<file path="src/rtl/pc_pkg.sv">
// Shared types, constants and strobe priority decode for the picoMIPS program counter.
package pc_pkg;

  typedef enum logic [2:0] {
    OP_HOLD   = 3'd0,
    OP_INCR   = 3'd1,
    OP_BRANCH = 3'd2,
    OP_JUMP   = 3'd3,
    OP_CALL   = 3'd4,
    OP_RET    = 3'd5
  } pc_op_t;

  localparam int PC_RESET_VAL = 0;

  // Stall outranks everything; then ret, call, jump, branch, incr.
  function automatic pc_op_t pc_decode(
    input logic stall,
    input logic ret,
    input logic call,
    input logic jump,
    input logic branch,
    input logic incr
  );
    pc_op_t op;
    if (stall)       op = OP_HOLD;
    else if (ret)    op = OP_RET;
    else if (call)   op = OP_CALL;
    else if (jump)   op = OP_JUMP;
    else if (branch) op = OP_BRANCH;
    else if (incr)   op = OP_INCR;
    else             op = OP_HOLD;
    return op;
  endfunction

endpackage

</file>
<file path="src/rtl/pc_ras_stack.sv">
// Circular return-address stack: a push when full overwrites the oldest entry,
// and a pop when empty is ignored.
module pc_ras_stack
  import pc_pkg::*;
#(
  parameter int P_SIZE = 6,
  parameter int DEPTH  = 4
) (
  input  logic              clk,
  input  logic              reset,
  input  logic              push,
  input  logic              pop,
  input  logic [P_SIZE-1:0] push_data,
  output logic [P_SIZE-1:0] top_data,
  output logic              full,
  output logic              empty
);

  localparam int PW = (DEPTH > 1) ? $clog2(DEPTH) : 1;
  localparam int CW = $clog2(DEPTH + 1);
  localparam logic [PW-1:0] LAST = PW'(DEPTH - 1);

  logic [P_SIZE-1:0] mem [DEPTH];
  logic [PW-1:0]     ptr;
  logic [PW-1:0]     ptr_inc;
  logic [PW-1:0]     ptr_dec;
  logic [CW-1:0]     count;

  // ptr names the next free slot, so the top of stack sits one slot below it.
  assign ptr_inc  = (ptr == LAST) ? '0 : ptr + 1'b1;
  assign ptr_dec  = (ptr == '0) ? LAST : ptr - 1'b1;
  assign top_data = mem[ptr_dec];
  assign full     = (count == CW'(DEPTH));
  assign empty    = (count == '0);

  always_ff @(posedge clk or posedge reset) begin
    if (reset) begin
      ptr   <= '0;
      count <= '0;
    end else if (push) begin
      ptr <= ptr_inc;
      if (!full) count <= count + 1'b1;
    end else if (pop && !empty) begin
      ptr   <= ptr_dec;
      count <= count - 1'b1;
    end
  end

  always_ff @(posedge clk) begin
    if (push) mem[ptr] <= push_data;
  end

endmodule

</file>
<file path="src/rtl/pc_ras.sv">
// Fetch-stage program counter with branch/jump/stall and an optional return-address
// stack, enabled by defining PC_RAS_EN (otherwise call = jump, ret = incr).
module pc_ras
  import pc_pkg::*;
#(
  parameter int P_SIZE   = 6,
  parameter int OFF_SIZE = 6,
  parameter int DEPTH    = 4
) (
  input  logic                clk,
  input  logic                reset,
  input  logic                PCstall,
  input  logic                PCincr,
  input  logic                PCbranch,
  input  logic                PCjump,
  input  logic                PCcall,
  input  logic                PCret,
  input  logic [OFF_SIZE-1:0] Offset,
  input  logic [P_SIZE-1:0]   Target,
  output logic [P_SIZE-1:0]   PCout,
  output logic                StackFull,
  output logic                StackEmpty,
  output logic                StackErr
);

  localparam int W = (OFF_SIZE > P_SIZE) ? OFF_SIZE : P_SIZE;

  pc_op_t            op;
  logic [P_SIZE-1:0] pc_inc;
  logic [P_SIZE-1:0] pc_br;
  logic [P_SIZE-1:0] ret_pc;
  logic [P_SIZE-1:0] next_pc;

  assign op     = pc_decode(PCstall, PCret, PCcall, PCjump, PCbranch, PCincr);
  assign pc_inc = PCout + 1'b1;
  // Add at the wider of the two widths, then keep the low P_SIZE bits.
  assign pc_br  = P_SIZE'(W'($signed(Offset)) + W'(PCout));

`ifdef PC_RAS_EN
  logic              push;
  logic              pop;
  logic              full;
  logic              empty;
  logic [P_SIZE-1:0] top_data;

  assign push = (op == OP_CALL);
  assign pop  = (op == OP_RET) && !empty;

  pc_ras_stack #(
    .P_SIZE (P_SIZE),
    .DEPTH  (DEPTH)
  ) u_stack (
    .clk       (clk),
    .reset     (reset),
    .push      (push),
    .pop       (pop),
    .push_data (pc_inc),
    .top_data  (top_data),
    .full      (full),
    .empty     (empty)
  );

  assign StackFull  = full;
  assign StackEmpty = empty;
  assign ret_pc     = empty ? pc_inc : top_data;

  // Overflow and underflow both latch the error until reset.
  always_ff @(posedge clk or posedge reset) begin
    if (reset) begin
      StackErr <= 1'b0;
    end else if (((op == OP_CALL) && full) || ((op == OP_RET) && empty)) begin
      StackErr <= 1'b1;
    end
  end
`else
  assign StackFull  = 1'b0;
  assign StackEmpty = 1'b1;
  assign StackErr   = 1'b0;
  assign ret_pc     = pc_inc;
`endif

  always_comb begin
    next_pc = PCout;
    case (op)
      OP_HOLD:   next_pc = PCout;
      OP_INCR:   next_pc = pc_inc;
      OP_BRANCH: next_pc = pc_br;
      OP_JUMP:   next_pc = Target;
      OP_CALL:   next_pc = Target;
      OP_RET:    next_pc = ret_pc;
      default:   next_pc = PCout;
    endcase
  end

  always_ff @(posedge clk or posedge reset) begin
    if (reset) PCout <= P_SIZE'(PC_RESET_VAL);
    else       PCout <= next_pc;
  end

endmodule

</file>
<file path="config.mk">
export PLATFORM = sky130hd
export DESIGN_NAME = pc_ras
export DESIGN_NICKNAME = d
export VERILOG_FILES = /design/src/rtl/pc_pkg.sv /design/src/rtl/pc_ras_stack.sv /design/src/rtl/pc_ras.sv
export SDC_FILE = /design/constraint.sdc
export NUM_CORES = 1
export LEC_CHECK = 0
export CAP_MARGIN = 20
export CORE_MARGIN = 1.5
export CORE_UTILIZATION = 40
export DETAILED_ROUTE_END_ITERATION = 8
export GPL_TIMING_DRIVEN = 1
export PLACE_DENSITY = 0.87
export SLEW_MARGIN = 20
export SYNTH_ARGS = -nofsm -noshare
export SYNTH_HDL_FRONTEND = slang
export SYNTH_SLANG_ARGS = --single-unit
</file>
<file path="constraint.sdc">
create_clock -name clk -period 2.2 [get_ports clk]
set_clock_uncertainty 0.1 [all_clocks]
set_input_delay 0.44 -clock clk [delete_from_list [all_inputs] [get_ports clk]]
set_output_delay 0.44 -clock clk [all_outputs]
set_load 0.01 [all_outputs]
</file>
Word level (Yosys, flattened, before mapping)
Index checks and enable logic that the tools add are counted.

Flip-flop bits (word level): 6. Bits of input ports: 20. Output and inout port bits: 9. Word-level logic and storage cells: 18.

$add $sub $neg: 2. Equality and inequality tests: 5. Muxes and demuxes: 7. Reduce and logical (&&, ||, !) cells: 3.

Operators with widths (count): 6-bit case mux with 3 select lines (1); 3-bit 2-to-1 mux (3); 6-bit by 1-bit adder with 6-bit output (second input constant) (1); 6-bit adder (1); 3-bit by 2-bit == test with 1-bit output (second input constant) (2); 3-bit == test (second input constant) (2); 2-bit 2-to-1 mux (2); 2-bit OR reduction (2); 3-bit by 1-bit == test with 1-bit output (second input constant) (1); 3-bit nonzero test (1); 1-bit 2-to-1 mux (1).

Logic depth before layout (Yosys ltp)
Depth in word-level cells: 9. Depth in mapped cells: 11. Depth with buffers taken out: 11.

Worst setup path after synthesis
No wires, ideal clock.

Kind: in2reg. Start: input port PCjump. End: register PCout[4]. Setup time: 0.082 ns. Arrival: 2.331 ns. Required time: 2.018 ns. Slack: -0.313 ns. Stages: 11. Path buffers: 0. Cells stage by stage: nor4b_2 -> o21bai_1 -> nand2b_1 -> ha_1 -> inv_1 -> fa_1 -> nor2b_1 -> o21a_1 -> nor3_1 -> or3b_1 -> a31oi_1.

Word-level cells in the longest chain between the ends: 7. Elaborated cells between the ends (all ways): 13. Classes of those cells: eq/ne (5); mux (5); reduce/logical (3).

RTL lines: start, declared (RTL line pc_ras.sv:15) `input logic PCjump,`; 2-bit 2-to-1 mux (*) (RTL line pc_pkg.sv:28) `else if (jump) op = OP_JUMP;`; 3-bit 2-to-1 mux (*) (RTL line pc_pkg.sv:27) `else if (call) op = OP_CALL;`; 3-bit 2-to-1 mux (*) (RTL line pc_pkg.sv:26) `else if (ret) op = OP_RET;`; 3-bit 2-to-1 mux (*) (RTL line pc_pkg.sv:25) `if (stall) op = OP_HOLD;`; 3-bit == test (tied with other cells) (RTL line pc_ras.sv:84) `case (op)`; 2-bit OR reduction (no line); 6-bit case mux with 3 select lines / 3-bit nonzero test (equally long branches); end signal, assigned (RTL line pc_ras.sv:96) `if (reset) PCout <= P_SIZE'(PC_RESET_VAL);`; end signal, assigned (RTL line pc_ras.sv:97) `else PCout <= next_pc;`; end, declared (RTL line pc_ras.sv:20) `output logic [P_SIZE-1:0] PCout,`.

Mark *: on every way between the ends. The rest lies on a longest branch, timed or not. A chain may end at the register's enable or synchronous reset.

Worst setup path after layout
Start: input port PCcall. End: register PCout[4].

Word-level cells in the longest chain between the ends: 6. Elaborated cells between the ends (all ways): 12. Classes of those cells: eq/ne (5); mux (4); reduce/logical (3).

RTL lines: start, declared (RTL line pc_ras.sv:16) `input logic PCcall,`; 3-bit 2-to-1 mux (*) (RTL line pc_pkg.sv:27); 3-bit 2-to-1 mux (*) (RTL line pc_pkg.sv:26); 3-bit 2-to-1 mux (*) (RTL line pc_pkg.sv:25); 3-bit == test (tied with other cells) (RTL line pc_ras.sv:84); 2-bit OR reduction (no line); 6-bit case mux with 3 select lines / 3-bit nonzero test (equally long branches).

Marks and branches as above.

==> results.cfg <==
[outcome]
status = complete, but fails checks
violations = negative setup slack

[yosys]
syn-cell-area_um2 = 616
async_flop_share = 1.00
yosys_warnings = 0
synth_cell_types = 33
ys_ff_latch = 6
yosysSeqAreaShare = 0.244
synth_area_leader_cell = dfrtp_1
syn-instance-count = 75
synth_common_cells = nand2_1, dfrtp_1, ha_1, inv_1
synth_edf_count = 0
ys_top_cells_by_area = dfrtp_1, ha_1, nand2_1, a22oi_1, buf_4
synth_top_area_share = 0.244
synth_flop_cell = dfrtp_1
avgSynthCellArea_um2 = 8.21
yosysMostFrequentCell = nand2_1

[pwr]
power_leakage_nw = 0.500
seq_power_share = 0.220
switching_share = 0.383
ir_worst_vdd_mv = 0.606
power.density_nw_per_um2 = 887
comb_power_share = 0.672
power.internal_mw = 0.604
clock_power_share = 0.108
p_sw_mw = 0.375

[route]
first_pass_iters = 4
vias = 743
ant_nets = 0
drc_errors = 0
vias_per_cell = 5.54
drt_iter0_markers = 11
wl_per_cell_um = 15.1
drt_wl_total_um = 2020

[flow_run]
maxCapViolCount = 0

[finish]
antennaDiodeCount = 0
synthToLayoutAreaGrowth_pct = 79.3
layout-drive-gt1-share = 0.345
reg_top3 = PCout x6
post-route-util = 0.808
largest_reg_flops = 6
stdcell_area_um2 = 1100
largest-register = PCout
nets = 147

[sta]
period_share = 1.10
drv_slew = 0
finalSetupViolations = 3
fin_crit_ns = 2.42
fmax_mhz = 413
rsz0062_at_grt = yes
fin_hold_ws_ns = 0.304
hold_viol = 0
timing.final.ws_setup_ns = -0.223

[floorplan]
dieArea_um2 = 1780
die_h_um = 42.2
num_rows = 13
num_io_pins = 29
core_um2 = 1370
initial_core_util = 0.451
dieWidth_um = 42.2

[clocking]
clk_pin_slew_ns = 0.05
ctsHtreeMaxLevel = 1
clk_latency_ns = 0.25
root_buffer = clkbuf_4
cts_tree = built
cts_hold_buf = 0
clk_path_buf_depth = 2
numCtsBuffers = 3
cts_sinks = 6

[global_routing]
grt_pass1_vias = 785
overflow = 0
grt_max_degree = 7
grt_pass1_wl_um = 3460
grt_usage = 0.253
grt_antenna_before_repair = 0

[setup_path]
crit_required_ns = 2.26
r2r_slack_ns = 0.16
worstRegToRegCells = 8
critical_path_class = input port to flip-flop
cp_max_fo = 2
reg2reg_to = PCout[4]
endpoint_kind = flip-flop
critPathLaunchType = input port
r2r_start = PCout[0]
worst-endpoint-arrival_ns = 2.48

[worst_hold_path]
hold_class = input port to async pin

[placement]
placed_area_um2 = 975
portBuffers = 25
gp_congestion = 0.813
place_ws_ns = -0.919
dp_hpwl_um = 1470
-- cells by family (layout without fill, tap and decap cells) --
family,after synthesis,count (layout),share of synthesized area
xor gates and xnor gates,2,2,0.0285
adders and majority gates,6,6,0.134
buffers and inverters,8,51,0.0671
and+or+nand+nor,30,30,0.287
AOI/OAI and AO/OA,21,21,0.228
other,2,3,0.0122
DFF,6,6,0.244
-- metrics by stage --
step / cells / total power, mW / setup TNS, ns
5_1_grt: 134 / 1.03 / -0.665
3_5_place_dp: 126 / 0.694 / -3.25
2_1_floorplan: 76 / 0.467 / -0.330
4_1_cts: 134 / 0.936 / -0.258
6_report: 134 / 0.979 / -0.363
3_3_place_gp: 126 / 0.672 / -2.78
-- cell type report --
type,instances,area [µm²]
Clock buffer,3,22.5
Fill cell,94,263
Inverter,5,18.8
Multi-Input combinational cell,62,507
Sequential cell,6,150
Tap cell,15,18.8
Timing Repair Buffer,43,387
-- power groups by stage --
stage | registers, mW | clock network [mW] | logic (mW)
after global placement | 0.200 | 0 | 0.472
after detailed placement | 0.203 | 0 | 0.491
after global routing | 0.222 | 0.107 | 0.703
after CTS | 0.212 | 0.104 | 0.620
final | 0.216 | 0.106 | 0.658
after floorplan | 0.214 | 0 | 0.253
-- worst max path at each step --
stage / startpoint / to / slack, ns
final: PCcall / PCout[4] / -0.22
after global routing: PCcall / PCout[4] / -0.34
after CTS: PCbranch / PCout[4] / -0.18
after detailed placement: PCjump / PCout[4] / -0.92
after global placement: PCjump / PCout[4] / -0.77
after floorplan: PCjump / PCout[4] / -0.24
-- cells in the final DEF (no fill, tap or decap), types with 2 or more instances in the layout --
cell,count
dfrtp_1,6
dlygate4sd2_1,2
a22oi_1,3
buf_6,5
nand3_1,2
clkdlybuf4s50_1,19
nand2_1,8
a211oi_2,2
buf_2,2
a21o_1,2
clkbuf_4,3
a21oi_1,2
nor3_1,3
and2_1,2
a31oi_1,2
ha_4,3
inv_1,4
nor2b_1,2
conb_1,3
nor2_1,4
buf_4,15
o21ai_1,4
-- layer usage --
layer / track usage / part of all wire
met5: 0 / 0
met4: 0.138 / 0.034
met3: 0.0388 / 0.065
met2: 0.458 / 0.52
met1: 0.277 / 0.38
-- repair_timing --
item	4_1_cts	5_1_grt
gates resized for setup	35	1
pin swaps	14	7
setup endpoints to repair	5	4
setup buffers	5	0
-- worst max-delay path: stages --
cell,delay [ns]
buf_6,0.10
nor4b_4,0.30
o21bai_2,0.09
nand2b_1,0.09
ha_2,0.19
inv_2,0.05
fa_2,0.34
nor2b_1,0.13
o21a_1,0.15
nor3_1,0.05
or3b_1,0.37
a31oi_1,0.19
Power figures use the tool's default switching activity.
